`src/rtl/cube_led_encoder_if.sv`:
```
// rtl/cube_led_encoder_if.sv - serialised pixel bit handshake between raster controller and LED encoder
interface cube_led_encoder_if;
    logic bit_in;
    logic bit_last;
    logic bit_valid;
    logic bit_ready;

    modport master (output bit_in, output bit_last, output bit_valid, input bit_ready);
    modport slave  (input bit_in, input bit_last, input bit_valid, output bit_ready);
endinterface

```
`src/rtl/cube_led_encoder.sv`:
```
// rtl/cube_led_encoder.sv - one-wire LED symbol encoder fed through a one-entry bit buffer
// Optional macro CUBE_ENC_UNDERRUN_EN: starvation ends the frame and raises a sticky underrun flag.
module cube_led_encoder #(
    parameter int T_PERIOD = 30,
    parameter int T0H      = 9,
    parameter int T1H      = 17,
    parameter int T_LATCH  = 1200
) (
    input  logic              clk,
    input  logic              reset,
    cube_led_encoder_if.slave bit_if,
    input  logic              clear_underrun,
    output logic              led_out,
    output logic              busy,
    output logic              frame_done,
    output logic              underrun
);

    typedef enum logic [1:0] {IDLE, SYM, LATCH} state_t;

    localparam logic [7:0]  PERIOD_LAST = 8'(T_PERIOD - 1);
    localparam logic [7:0]  HIGH0       = 8'(T0H);
    localparam logic [7:0]  HIGH1       = 8'(T1H);
    localparam logic [11:0] LATCH_LAST  = 12'(T_LATCH - 1);

    state_t      state, state_next;
    logic [7:0]  cnt, cnt_next;
    logic [11:0] lcnt, lcnt_next;
    logic        full, buf_bit, buf_last;
    logic        cur_bit, cur_last, cur_bit_next, cur_last_next;
    logic        accept, load, led_next, done_next;
`ifdef CUBE_ENC_UNDERRUN_EN
    logic        starve;
`endif

    assign bit_if.bit_ready = !full && !reset;
    assign accept           = bit_if.bit_valid && bit_if.bit_ready;
    assign busy             = (state != IDLE) || full;

    // Counters default to zero so every state entry starts them cleared.
    always_comb begin
        state_next    = state;
        cnt_next      = '0;
        lcnt_next     = '0;
        cur_bit_next  = cur_bit;
        cur_last_next = cur_last;
        load          = 1'b0;
        done_next     = 1'b0;
`ifdef CUBE_ENC_UNDERRUN_EN
        starve        = 1'b0;
`endif
        case (state)
            IDLE: begin
                if (full) begin
                    load       = 1'b1;
                    state_next = SYM;
                end
            end
            SYM: begin
                if (cnt == PERIOD_LAST) begin
                    if (cur_last) begin
                        state_next = LATCH;
                    end else if (full) begin
                        load = 1'b1;
                    end else begin
`ifdef CUBE_ENC_UNDERRUN_EN
                        starve     = 1'b1;
                        state_next = LATCH;
`else
                        state_next = IDLE;
`endif
                    end
                end else begin
                    cnt_next = cnt + 8'd1;
                end
            end
            LATCH: begin
                if (lcnt == LATCH_LAST) begin
                    state_next = IDLE;
                    done_next  = 1'b1;
                end else begin
                    lcnt_next = lcnt + 12'd1;
                end
            end
            default: state_next = IDLE;
        endcase
        if (load) begin
            cur_bit_next  = buf_bit;
            cur_last_next = buf_last;
        end
        // The line is registered from next-state values so it stays aligned with cnt.
        led_next = (state_next == SYM) && (cnt_next < (cur_bit_next ? HIGH1 : HIGH0));
    end

    always_ff @(posedge clk) begin
        if (reset) begin
            state      <= IDLE;
            cnt        <= '0;
            lcnt       <= '0;
            full       <= 1'b0;
            buf_bit    <= 1'b0;
            buf_last   <= 1'b0;
            cur_bit    <= 1'b0;
            cur_last   <= 1'b0;
            led_out    <= 1'b0;
            frame_done <= 1'b0;
        end else begin
            state      <= state_next;
            cnt        <= cnt_next;
            lcnt       <= lcnt_next;
            cur_bit    <= cur_bit_next;
            cur_last   <= cur_last_next;
            led_out    <= led_next;
            frame_done <= done_next;
            if (accept) begin
                full     <= 1'b1;
                buf_bit  <= bit_if.bit_in;
                buf_last <= bit_if.bit_last;
            end else if (load) begin
                full <= 1'b0;
            end
        end
    end

`ifdef CUBE_ENC_UNDERRUN_EN
    always_ff @(posedge clk) begin
        if (reset) begin
            underrun <= 1'b0;
        end else if (starve) begin
            underrun <= 1'b1;
        end else if (clear_underrun) begin
            underrun <= 1'b0;
        end
    end
`else
    logic unused_clear;
    assign unused_clear = clear_underrun;
    assign underrun     = 1'b0;
`endif

endmodule

```
`src/flat_wrapper.sv`:
```
// flat-port wrapper written by rule: the top's interface ports become plain ports
module cube_led_encoder_flat 
#(
    parameter int T_PERIOD = 30,
    parameter int T0H      = 9,
    parameter int T1H      = 17,
    parameter int T_LATCH  = 1200
)
  (clk, reset, clear_underrun, led_out, busy, frame_done, underrun, bit_if_bit_in, bit_if_bit_last, bit_if_bit_valid, bit_if_bit_ready);
  cube_led_encoder_if bit_if_i ();
  input  logic clk;
  input  logic reset;
  input  logic clear_underrun;
  output logic led_out;
  output logic busy;
  output logic frame_done;
  output logic underrun;
  input wire logic [$bits(bit_if_i.bit_in)-1:0] bit_if_bit_in;
  input wire logic [$bits(bit_if_i.bit_last)-1:0] bit_if_bit_last;
  input wire logic [$bits(bit_if_i.bit_valid)-1:0] bit_if_bit_valid;
  output wire logic [$bits(bit_if_i.bit_ready)-1:0] bit_if_bit_ready;
  assign bit_if_i.bit_in = bit_if_bit_in;
  assign bit_if_i.bit_last = bit_if_bit_last;
  assign bit_if_i.bit_valid = bit_if_bit_valid;
  assign bit_if_bit_ready = bit_if_i.bit_ready;
  cube_led_encoder #(.T_PERIOD(T_PERIOD), .T0H(T0H), .T1H(T1H), .T_LATCH(T_LATCH)) u_core (.clk(clk), .reset(reset), .bit_if(bit_if_i), .clear_underrun(clear_underrun), .led_out(led_out), .busy(busy), .frame_done(frame_done), .underrun(underrun));
endmodule
```
`config.mk`:
```
export PLATFORM = sky130hd
export DESIGN_NAME = cube_led_encoder_flat
export DESIGN_NICKNAME = d
export VERILOG_FILES = /design/src/rtl/cube_led_encoder_if.sv /design/src/rtl/cube_led_encoder.sv /design/src/flat_wrapper.sv
export SDC_FILE = /design/constraint.sdc
export NUM_CORES = 1
export LEC_CHECK = 0
export ABC_AREA = 1
export BUFFER_PORTS_ARGS = -buffer_cell sky130_fd_sc_hd__buf_2
export CAP_MARGIN = 20
export CELL_PAD_IN_SITES_DETAIL_PLACEMENT = 0
export CELL_PAD_IN_SITES_GLOBAL_PLACEMENT = 2
export CORE_MARGIN = 3
export CORE_UTILIZATION = 30
export DETAILED_ROUTE_END_ITERATION = 10
export GPL_ROUTABILITY_DRIVEN = 1
export PLACE_DENSITY = 0.76
export SLEW_MARGIN = 10
export SYNTH_ARGS = -nofsm -noshare
export SYNTH_HDL_FRONTEND = slang
export SYNTH_SLANG_ARGS = --single-unit
```
`constraint.sdc`:
```
create_clock -name clk -period 1.8 [get_ports clk]
set_input_delay 0.36 -clock clk [delete_from_list [all_inputs] [get_ports clk]]
set_output_delay 0.36 -clock clk [all_outputs]
set_load 0.02 [all_outputs]
```
==> summary.txt, run 1 <==
Power and ir drop
  – Power per unit of standard cell area: 717 nW/um^2
  – Maximum vdd drop: 0.408 mV
  – Static power due to leakage: 0.737 nW

Global route
  – Initial antenna violation count: 0
  – Largest net degree at the start of global routing: 16
  – All-layer global routing usage: 11.8%
  – Aggregate global routing overflow: 0
  – First-pass GRT wire length: 5700 um
  – Vias in the first global route: 1323

Layout
  – Multi-input gate area in the final layout: 865 um^2
  – Final net count: 253
  – ANT cells: 0
  – Total area of sequential cells: 586 um^2
  – Fillers: 555
  – Layout-stage area growth over the synthesis result: 23.1%
  – Non-filler instance count after layout: 310
  – Layout cells sized above 1: 27.6%

Clock network
  – Clock transition at path regs: 0.06 ns
  – TritonCTS buffer count: 5
  – Clock Sinks: 29
  – Number of hold buffers added after cts: 0
  – Clock insertion delay at the later pin of the skew report: 0.27 ns
  – CTS H-tree lvls: 2
  – Clk buf depth: 2
  – CTS tree: built
  – Root buffer cell: sky130_fd_sc_hd__clkbuf_8

Timing
  – Fin Clk Skew: 0.00287 ns
  – Sum of negative setup slack: 0 ns
  – Least setup slack across all paths after layout: 0.101 ns
  – Setup Viol. Count Final: 0
  – Unrepaired setup endpoints after global routing: true
  – Max-slew violations: 0
  – Number of hold violations in the final report: 0
  – Final period utilization: 94.4%
  – Fmax achieved: 589 MHz
  – Post-layout minimum cycle time: 1.70 ns
  – Worst hold margin: 0.312 ns

Synth
  – Yosys reg bits: 29
  – Summed instance area of the synthesized netlist: 1530 um^2
  – Syn Area/Cell: 7.02 um^2
  – Share of the synthesized area in the top cell type: 37.9%
  – Distinct cell type count after synthesis: 29
  – Cell taking the most area after synthesis: sky130_fd_sc_hd__dfxtp_1
  – Sequential-to-total area share from yosys stat: 37.9%
  – Leading post-synthesis cells by cell area: sky130_fd_sc_hd__dfxtp_1 (38%), sky130_fd_sc_hd__nand2_1 (12%), sky130_fd_sc_hd__inv_1 (7.4%)
  – Syn nets: 229
  – Cell count after synthesis: 218
  – Yosys warns: 0

Die
  – Vertical extent of the die: 77.4 um
  – Row count: 25
  – Core area: 4820 um^2
  – Top-Level Pins: 11
  – Effective utilization at floorplan: 31.8%
  – Die Outline Area: 5990 um^2
  – Width of the chip: 77.4 um

Place
  – Post-Place Setup Slack: -0.0231 ns
  – # port buffers: 8
  – Placer's final routability congestion estimate: 0.732
  – Dpl cells: 299
  – DPL Wire Length: 2420 um

Detailed routing
  – Initial DRC Count: 69
  – Wire length per cell: 10.1 um
  – Detailed-route via count: 1345
  – First drt pass iteration count: 4
  – Total DRC errors in the routed layout: 0
  – Remaining number of nets flagged by the antenna check after routing: 0
  – Total wire length: 3140 um
  – Via count normalized by instance count: 4.34

Worst setup path
  – Worst Path Class, Setup: flip-flop to flip-flop
  – Sort of element at the end of the critical path: flip-flop
  – Largest driver fanout on the critical path: 5
  – Arrival time at the worst endpoint: 1.91 ns
  – Worst path required time: 2.01 ns
  – Startpoint class of the critical path: flip-flop

Flow run
  – Number of max-cap violations: 0

Worst hold path
  – Worst min-delay path class: input port to flip-flop

Run status
  – Result of the run: finished, final reports clean
==> final timing paths <==
kind	startpoint	endpoint	slack (ns)	depth (start not counted)
max reg2reg	u_core.cnt[2]$_SDFF_PP0_	u_core.led_out$_SDFF_PP0_	0.10	11
min reg2reg	u_core.lcnt[0]$_SDFF_PP0_	u_core.lcnt[0]$_SDFF_PP0_	0.44	1
min	bit_if_bit_last	u_core.buf_last$_SDFFE_PP0P_	0.31	3
max	u_core.cnt[2]$_SDFF_PP0_	u_core.led_out$_SDFF_PP0_	0.10	11
==> kinds of logic (layout without fill, tap and decap cells) <==
family / Yosys count / count (layout) / share of synthesized area [%]
compound gates: 20 / 20 / 7.85
xor+xnor: 3 / 3 / 1.72
fa+ha+maj: 5 / 5 / 4.09
buf+inv: 39 / 64 / 10.1
flops: 29 / 29 / 37.9
other cells: 1 / 1 / 0.245
simple gates: 121 / 121 / 38.1
==> flip-flops by register name, summed over array words and instances (netlist names) <==
signal / count
u_core.cur_bit: 1
u_core.state: 2
u_core.buf_bit: 1
u_core.lcnt: 12
u_core.full: 1
u_core.cnt: 8
u_core.buf_last: 1
u_core.cur_last: 1
u_core.frame_done: 1
u_core.led_out: 1
==> per-stage QoR <==
| step | area [um^2] | total power (W) | utilization (%) |
|---|---|---|---|
| 2_1_floorplan | 1530 | 0.000800 | - |
| 3_3_place_gp | 1700 | 0.000846 | 35.4 |
| 3_5_place_dp | 1700 | 0.000846 | 35.4 |
| 4_1_cts | 1820 | 0.00137 | 37.8 |
| 5_1_grt | 1880 | 0.00143 | 39.1 |
| 6_report | 1880 | 0.00135 | 39.1 |
==> synthesized netlist by cell type <==
| library cell | instances |
|---|---|
| sky130_fd_sc_hd__a21oi_2 | 2 |
| sky130_fd_sc_hd__nor2_4 | 3 |
| sky130_fd_sc_hd__nand3_1 | 19 |
| sky130_fd_sc_hd__inv_2 | 6 |
| sky130_fd_sc_hd__nor3_4 | 1 |
| sky130_fd_sc_hd__nand4_1 | 2 |
| sky130_fd_sc_hd__ha_1 | 5 |
| sky130_fd_sc_hd__nand2_1 | 48 |
| sky130_fd_sc_hd__inv_1 | 30 |
| sky130_fd_sc_hd__nor2_2 | 4 |
| sky130_fd_sc_hd__a21oi_1 | 10 |
| sky130_fd_sc_hd__o21ai_2 | 1 |
| sky130_fd_sc_hd__nand2_2 | 1 |
| sky130_fd_sc_hd__nor4_1 | 3 |
| sky130_fd_sc_hd__nand2_4 | 3 |
| sky130_fd_sc_hd__a31o_2 | 1 |
| sky130_fd_sc_hd__conb_1 | 1 |
| sky130_fd_sc_hd__nor2_1 | 24 |
| sky130_fd_sc_hd__xor2_1 | 3 |
| sky130_fd_sc_hd__nor3_2 | 1 |
| sky130_fd_sc_hd__o21bai_1 | 1 |
| sky130_fd_sc_hd__nor3_1 | 11 |
| sky130_fd_sc_hd__a21boi_0 | 1 |
| sky130_fd_sc_hd__o21ai_0 | 2 |
| sky130_fd_sc_hd__buf_4 | 2 |
| sky130_fd_sc_hd__dfxtp_1 | 29 |
| sky130_fd_sc_hd__o21ai_1 | 2 |
| sky130_fd_sc_hd__clkbuf_1 | 1 |
| sky130_fd_sc_hd__or2_1 | 1 |
==> area by class of cell <==
cell class / instances / area share [%]
multi-input combinational: 150 / 45.9
sequential: 29 / 31.1
inverter: 36 / 7.18
timing repair buffer: 20 / 7.11
tap: 67 / 4.45
clock buffer: 8 / 4.25
==> what timing repair did <==
item                       4_1_cts  5_1_grt
setup endpoints to repair        1        1
setup buffers                    1        2
resized for setup                7       17
pin swaps                        3        6
==> placed cells by master (no fill, tap or decap), drive strengths merged <==
master and instances:
inv 36, clkbuf 8, nand4 2, ha 5, dfxtp 29, buf 20, o21bai 1, conb 1
nor4 3, nor3 13, or2 1, a21oi 12, nor2 31, nand2 52, a21boi 1, a31o 1
xor2 3, o21ai 5, nand3 19
==> critical path, stage by stage (launching register included) <==
cell	delay, ns
sky130_fd_sc_hd__dfxtp_1	0.41
sky130_fd_sc_hd__nand2_1	0.11
sky130_fd_sc_hd__nor2_4	0.14
sky130_fd_sc_hd__nand2_4	0.07
sky130_fd_sc_hd__nand2_4	0.06
sky130_fd_sc_hd__nand2_4	0.06
sky130_fd_sc_hd__o21ai_4	0.20
sky130_fd_sc_hd__ha_4	0.22
sky130_fd_sc_hd__a21boi_2	0.14
sky130_fd_sc_hd__nand2_1	0.05
sky130_fd_sc_hd__nand2_1	0.06
sky130_fd_sc_hd__a21oi_2	0.10
==> layer usage <==
metal	up-vias	track usage [%]	share of wire, %
met5	-	0	0
met4	0	4.27	0.92
met2	18	17.1	42
met3	4	3.94	3.4
li1	727	-	-
met1	596	16.2	53
==> report_power, final <==
| part | internal (W) | total, W | switching (W) | leakage [nW] |
|---|---|---|---|---|
| Combinational | 0.0000693 | 0.000173 | 0.000104 | 0.461 |
| Sequential | 0.000662 | 0.000675 | 0.0000133 | 0.237 |
| Clock | 0.000274 | 0.000503 | 0.000229 | 0.0395 |
No activity file was read; power rests on OpenSTA's default activity.
==> run 2, diff against run 1 <==
clock period = 1.4 ns   (was 1.8 ns; I/O delays follow)
==> run 2 against run 1 <==
The run now ends with setup timing left. Count of clock-buffer cells in the layout shrank 1. Total power grew 40%. Combinational power grew 93%. Register-to-register slack lost 0.43 ns. Critical endpoint unchanged. Largest cell class unchanged. Largest power group unchanged.
==> summary.txt, run 2 (synthesis gave the netlist of run 1 again) <==
Detailed routing
  – First drt pass iteration count: 4
  – Total wire length: 3380 um
  – Total DRC errors in the routed layout: 0
  – Detailed-route via count: 1423
  – Wire length per cell: 10.1 um
  – Initial DRC Count: 82
  – Via count normalized by instance count: 4.25
  – Remaining number of nets flagged by the antenna check after routing: 0

Power and ir drop
  – Power per unit of standard cell area: 878 nW/um^2
  – Net switching power figure: 0.000478 W
  – Share of total power in the clock network: 36.1%
  – Combinational share of power: 17.7%
  – Flop pwr share: 46.2%
  – Internal Pwr Total: 0.00141 W
  – Maximum vdd drop: 0.463 mV
  – Static power due to leakage: 0.879 nW
  – Switching Fraction: 25.3%

Worst setup path
  – Chain of cells forming the critical path: inv_2 > ha_4 > nand2_4 > nor2_4 > nand2_4 > nand2_4 > nand2_4 > o21ai_4 > ha_4 > a21boi_2 > nand2_1 > nand2_1 > a21oi_2
  – Minimum setup slack among reg-to-reg paths: -0.33 ns
  – Arrival time at the worst endpoint: 1.95 ns
  – Startpoint class of the critical path: flip-flop
  – Worst Path Class, Setup: flip-flop to flip-flop
  – Largest driver fanout on the critical path: 3
  – CP max stage delay: 0.33 ns
  – Most Frequent Cell on Critical Path: sky130_fd_sc_hd__nand2_4
  – Length in cells of the worst reg-to-reg path: 13
  – Sort of element at the end of the critical path: flip-flop
  – Worst path required time: 1.62 ns
  – Worst-path cell with the longest stage delay: sky130_fd_sc_hd__dfxtp_2
  – Launching point of the worst reg2reg path: u_core.cnt[1]$_SDFF_PP0_
  – End of the worst register-to-register path: u_core.led_out$_SDFF_PP0_

Die
  – Effective utilization at floorplan: 31.8%
  – Top-Level Pins: 11
  – Core area: 4820 um^2
  – Vertical extent of the die: 77.4 um
  – Die Outline Area: 5990 um^2
  – Width of the chip: 77.4 um
  – Row count: 25

Layout
  – Post-route core utilization: 44.6%
  – Fillers: 527
  – ANT cells: 0
  – Most used cells in the layout excluding fill and tap cells: sky130_fd_sc_hd__nand2_1 (45), sky130_fd_sc_hd__buf_4 (38), sky130_fd_sc_hd__inv_1 (26)
  – Leading registers by flop count: u_core.lcnt x12, u_core.cnt x8, u_core.state x2
  – Final net count: 279
  – Layout-stage area growth over the synthesis result: 40.6%
  – Multi-input gate area in the final layout: 918 um^2
  – Number of flip-flops under the largest register name: 12
  – Layout cells sized above 1: 38.8%
  – Top register by number of flip-flops: u_core.lcnt
  – Most common cell after layout, fill and taps aside: sky130_fd_sc_hd__nand2_1
  – Total area of sequential cells: 589 um^2

Global route
  – Largest net degree at the start of global routing: 12
  – All-layer global routing usage: 12.7%
  – Initial antenna violation count: 0
  – Aggregate global routing overflow: 0
  – Vias in the first global route: 1357
  – First-pass GRT wire length: 6040 um

Timing
  – Max-slew violations: 0
  – Post-layout minimum cycle time: 1.73 ns
  – Fin Clk Skew: 0.00101 ns
  – Worst hold margin: 0.232 ns
  – Final period utilization: 124%
  – Unrepaired setup endpoints after global routing: true
  – Setup Viol. Count Final: 3
  – Sum of negative setup slack: -0.474 ns
  – Number of hold violations in the final report: 0
  – Fmax achieved: 578 MHz
  – Least setup slack across all paths after layout: -0.330 ns

Worst hold path
  – Hold worst-path end: u_core.buf_last$_SDFFE_PP0P_
  – Worst min-delay path class: input port to flip-flop
  – Min-Delay Path Depth: 3
  – Hold path startpoint: bit_if_bit_last

Clock network
  – TritonCTS buffer count: 5
  – Clock Sinks: 29
  – Root buffer cell: sky130_fd_sc_hd__clkbuf_8
  – CTS H-tree lvls: 2
  – CTS tree: built
  – Clock insertion delay at the later pin of the skew report: 0.28 ns
  – Clock transition at path regs: 0.06 ns
  – Clk buf depth: 2

Place
  – # port buffers: 8
  – Placer's final routability congestion estimate: 0.747
  – Post-Place Setup Slack: -0.333 ns
  – DPL Wire Length: 2650 um

Flow run
  – Number of max-cap violations: 0

Run status
  – Result of the run: finished with violations
  – Violations in the final reports: setup timing
## run 2: metal layers
metal	vias to the layer above	share of wire, %	GRT usage (%)
li1	785	-	-
met1	616	53	17.5
met2	16	42	18.4
met3	6	3.0	3.48
met4	0	2.0	5.87
met5	-	0	0
## run 2: worst max-delay path: cells and delay by family, from the launching register on
kind	cells	cell delay [ns]
and+or+nand+nor	7	0.49
buffers and inverters	1	0.06
adders and majority gates	2	0.35
DFF	1	0.33
AOI/OAI and AO/OA	3	0.43
## run 2: metrics by stage
step | area (um^2) | std cells | total power [W]
after global routing | 2150 | 335 | 0.00200
final | 2150 | 335 | 0.00189
after global placement | 1920 | 325 | 0.00116
after CTS | 2030 | 332 | 0.00187
after detailed placement | 1920 | 325 | 0.00116
after floorplan | 1550 | 218 | 0.00104
## run 2: worst max path at each step
stage	startpoint	endpoint	slack, ns	depth (start not counted)
detailed placement	u_core.cnt[1]$_SDFF_PP0_	u_core.led_out$_SDFF_PP0_	-0.33	13
CTS	u_core.cnt[1]$_SDFF_PP0_	u_core.led_out$_SDFF_PP0_	-0.30	13
finish	u_core.cnt[1]$_SDFF_PP0_	u_core.led_out$_SDFF_PP0_	-0.33	13
global placement	u_core.cnt[0]$_SDFF_PP0_	u_core.led_out$_SDFF_PP0_	-0.32	12
floorplan	u_core.cnt[1]$_SDFF_PP0_	u_core.led_out$_SDFF_PP0_	-0.29	13
global route	u_core.cnt[1]$_SDFF_PP0_	u_core.led_out$_SDFF_PP0_	-0.49	15
## run 2: layout make-up
type,instances,area share [%]
inverter,36,6.28
tap,67,3.90
multi-input combinational,150,42.7
timing repair buffer,46,15.7
clock buffer,7,4.01
sequential,29,27.4
## run 2: repair_timing
action,CTS,global route
setup buffers,0,4
gates resized for setup,5,27
hold buffers,0,0
setup endpoints to repair,2,7
pin swaps,4,6
## run 2: power by group through the flow
stage | Combinational (W) | Clock [W] | Sequential (W)
2_1_floorplan | 0.000148 | 0 | 0.000889
3_3_place_gp | 0.000279 | 0 | 0.000883
3_5_place_dp | 0.000278 | 0 | 0.000883
4_1_cts | 0.000285 | 0.000713 | 0.000869
5_1_grt | 0.000372 | 0.000749 | 0.000876
6_report | 0.000334 | 0.000682 | 0.000872
==> run 3, diff against run 2 <==
SKIP_CTS_REPAIR_TIMING = 1   (was unset)
==> run 3 against run 2 <==
The flow still finishes with violations (setup timing). Final area decreased by 1.2%. Register-to-register slack improved by 0.05 ns. Clock skew up 0.0015 ns. Flip-flop and latch count did not move. Via count shrank 0.63%. Cell count is the same. Die area stayed put. Critical path type unchanged. Highest routed layer unchanged.
==> summary.txt, run 3 (synthesis gave the netlist of run 1 again) <==
Worst setup path
  – Largest driver fanout on the critical path: 3
  – Arrival time at the worst endpoint: 1.90 ns
  – Worst-path cell with the longest stage delay: sky130_fd_sc_hd__dfxtp_2
  – Worst path required time: 1.62 ns
  – CP max stage delay: 0.33 ns
  – Sort of element at the end of the critical path: flip-flop
  – Startpoint class of the critical path: flip-flop
  – Most Frequent Cell on Critical Path: sky130_fd_sc_hd__nand2_4
  – Chain of cells forming the critical path: inv_2 > ha_4 > nand2_4 > nor2_4 > nand2_4 > nand2_4 > nand2_4 > o21ai_4 > ha_4 > a21boi_2 > nand2_1 > nand2_1 > a21oi_2
  – Worst Path Class, Setup: flip-flop to flip-flop

Die
  – Effective utilization at floorplan: 31.8%
  – Core area: 4820 um^2
  – Width of the chip: 77.4 um
  – Die Outline Area: 5990 um^2
  – Top-Level Pins: 11
  – Row count: 25
  – Vertical extent of the die: 77.4 um

Layout
  – Non-filler instance count after layout: 335
  – Top register by number of flip-flops: u_core.lcnt
  – Leading registers by flop count: u_core.lcnt x12, u_core.cnt x8, u_core.state x2
  – Layout cells sized above 1: 36.9%
  – Final net count: 279
  – ANT cells: 0
  – Most used cells in the layout excluding fill and tap cells: sky130_fd_sc_hd__nand2_1 (46), sky130_fd_sc_hd__buf_4 (39), sky130_fd_sc_hd__inv_1 (27)
  – Layout-stage area growth over the synthesis result: 38.8%
  – Final design area excluding fillers: 2120 um^2
  – Number of flip-flops under the largest register name: 12
  – Most common cell after layout, fill and taps aside: sky130_fd_sc_hd__nand2_1
  – Fillers: 530

Worst hold path
  – Worst min-delay path class: input port to flip-flop

Power and ir drop
  – Internal Pwr Total: 0.00140 W
  – Share of total power in the clock network: 36.4%
  – Maximum vdd drop: 0.458 mV
  – Net switching power figure: 0.000473 W
  – Flop pwr share: 46.5%
  – Power per unit of standard cell area: 881 nW/um^2
  – Combinational share of power: 17.1%
  – Switching Fraction: 25.3%
  – Static power due to leakage: 0.877 nW

Global route
  – First-pass GRT wire length: 5980 um
  – Vias in the first global route: 1347
  – Largest net degree at the start of global routing: 12
  – Initial antenna violation count: 0
  – All-layer global routing usage: 12.6%
  – Aggregate global routing overflow: 0

Detailed routing
  – Remaining number of nets flagged by the antenna check after routing: 0
  – Detailed-route via count: 1414
  – Wire length per cell: 10.1 um
  – Via count normalized by instance count: 4.22
  – Total wire length: 3390 um
  – Total DRC errors in the routed layout: 0
  – Initial DRC Count: 88
  – First drt pass iteration count: 4

Place
  – Dpl cells: 325
  – Placer's final routability congestion estimate: 0.747
  – DPL Wire Length: 2650 um
  – Total cell area at the placement stage: 1920 um^2
  – Post-Place Setup Slack: -0.333 ns
  – # port buffers: 8

Clock network
  – TritonCTS buffer count: 5
  – Clock insertion delay at the later pin of the skew report: 0.28 ns
  – CTS tree: built
  – Clk buf depth: 2
  – Clock Sinks: 29
  – CTS H-tree lvls: 2
  – Root buffer cell: sky130_fd_sc_hd__clkbuf_8
  – Clock transition at path regs: 0.06 ns

Timing
  – Fin Clk Skew: 0.00248 ns
  – Final period utilization: 120%
  – Post-layout minimum cycle time: 1.68 ns
  – Setup Viol. Count Final: 3
  – Least setup slack across all paths after layout: -0.284 ns
  – Unrepaired setup endpoints after global routing: true
  – Fmax achieved: 594 MHz
  – Number of hold violations in the final report: 0
  – Max-slew violations: 0

Flow run
  – Number of max-cap violations: 0

Run status
  – Violations in the final reports: setup timing
  – Result of the run: finished with violations
run 3: final timing paths:
| check | startpoint | to | slack (ns) | depth (start not counted) |
|---|---|---|---|---|
| setup / recovery | u_core.cnt[1]$_SDFF_PP0_ | u_core.led_out$_SDFF_PP0_ | -0.28 | 13 |
| hold / removal | bit_if_bit_last | u_core.buf_last$_SDFFE_PP0P_ | 0.23 | 3 |
| setup reg to reg | u_core.cnt[1]$_SDFF_PP0_ | u_core.led_out$_SDFF_PP0_ | -0.28 | 13 |
| hold reg to reg | u_core.lcnt[3]$_SDFF_PP0_ | u_core.lcnt[3]$_SDFF_PP0_ | 0.48 | 2 |
run 3: per-stage QoR:
stage | hold slack, ns | setup TNS (ns) | util (%) | total power (W)
finish | 0.234 | -0.388 | 44.1 | 0.00187
global route | 0.248 | -0.852 | 44.1 | 0.00198
CTS | 0.219 | -0.469 | 41.7 | 0.00186
floorplan | 0.359 | -0.286 | - | 0.00104
global placement | 0.459 | -0.318 | 39.9 | 0.00116
detailed placement | 0.475 | -0.333 | 39.9 | 0.00116
run 3: power groups by stage:
stage / Combinational, W / Sequential [W] / Clock [W]
6_report: 0.000320 / 0.000871 / 0.000681
5_1_grt: 0.000360 / 0.000875 / 0.000749
4_1_cts: 0.000279 / 0.000865 / 0.000713
3_5_place_dp: 0.000278 / 0.000883 / 0
3_3_place_gp: 0.000279 / 0.000883 / 0
2_1_floorplan: 0.000148 / 0.000889 / 0
run 3: cell type report:
cell class / count / area (um^2) / share of cell area (%)
Multi-Input combinational cell: 150 / 907 / 42.7
Sequential cell: 29 / 584 / 27.5
Inverter: 36 / 135 / 6.36
Timing Repair Buffer: 46 / 328 / 15.4
Tap cell: 67 / 83.8 / 3.95
Clock buffer: 7 / 86.3 / 4.06
run 3: worst max-delay path: cells and delay by family (launching register included):
family	cells	cell delay [ns]
AOI/OAI and AO/OA	3	0.42
adders and majority gates	2	0.36
buffers and inverters	1	0.06
DFF	1	0.33
and+or+nand+nor	7	0.46
run 3: layer usage:
metal | global-route usage (%) | share of wire (%) | vias to the layer above
li1 | - | - | 784
met1 | 17.4 | 54 | 608
met2 | 18.0 | 41 | 16
met3 | 3.48 | 3.0 | 6
met4 | 5.87 | 2.0 | 0
met5 | 0 | 0 | -
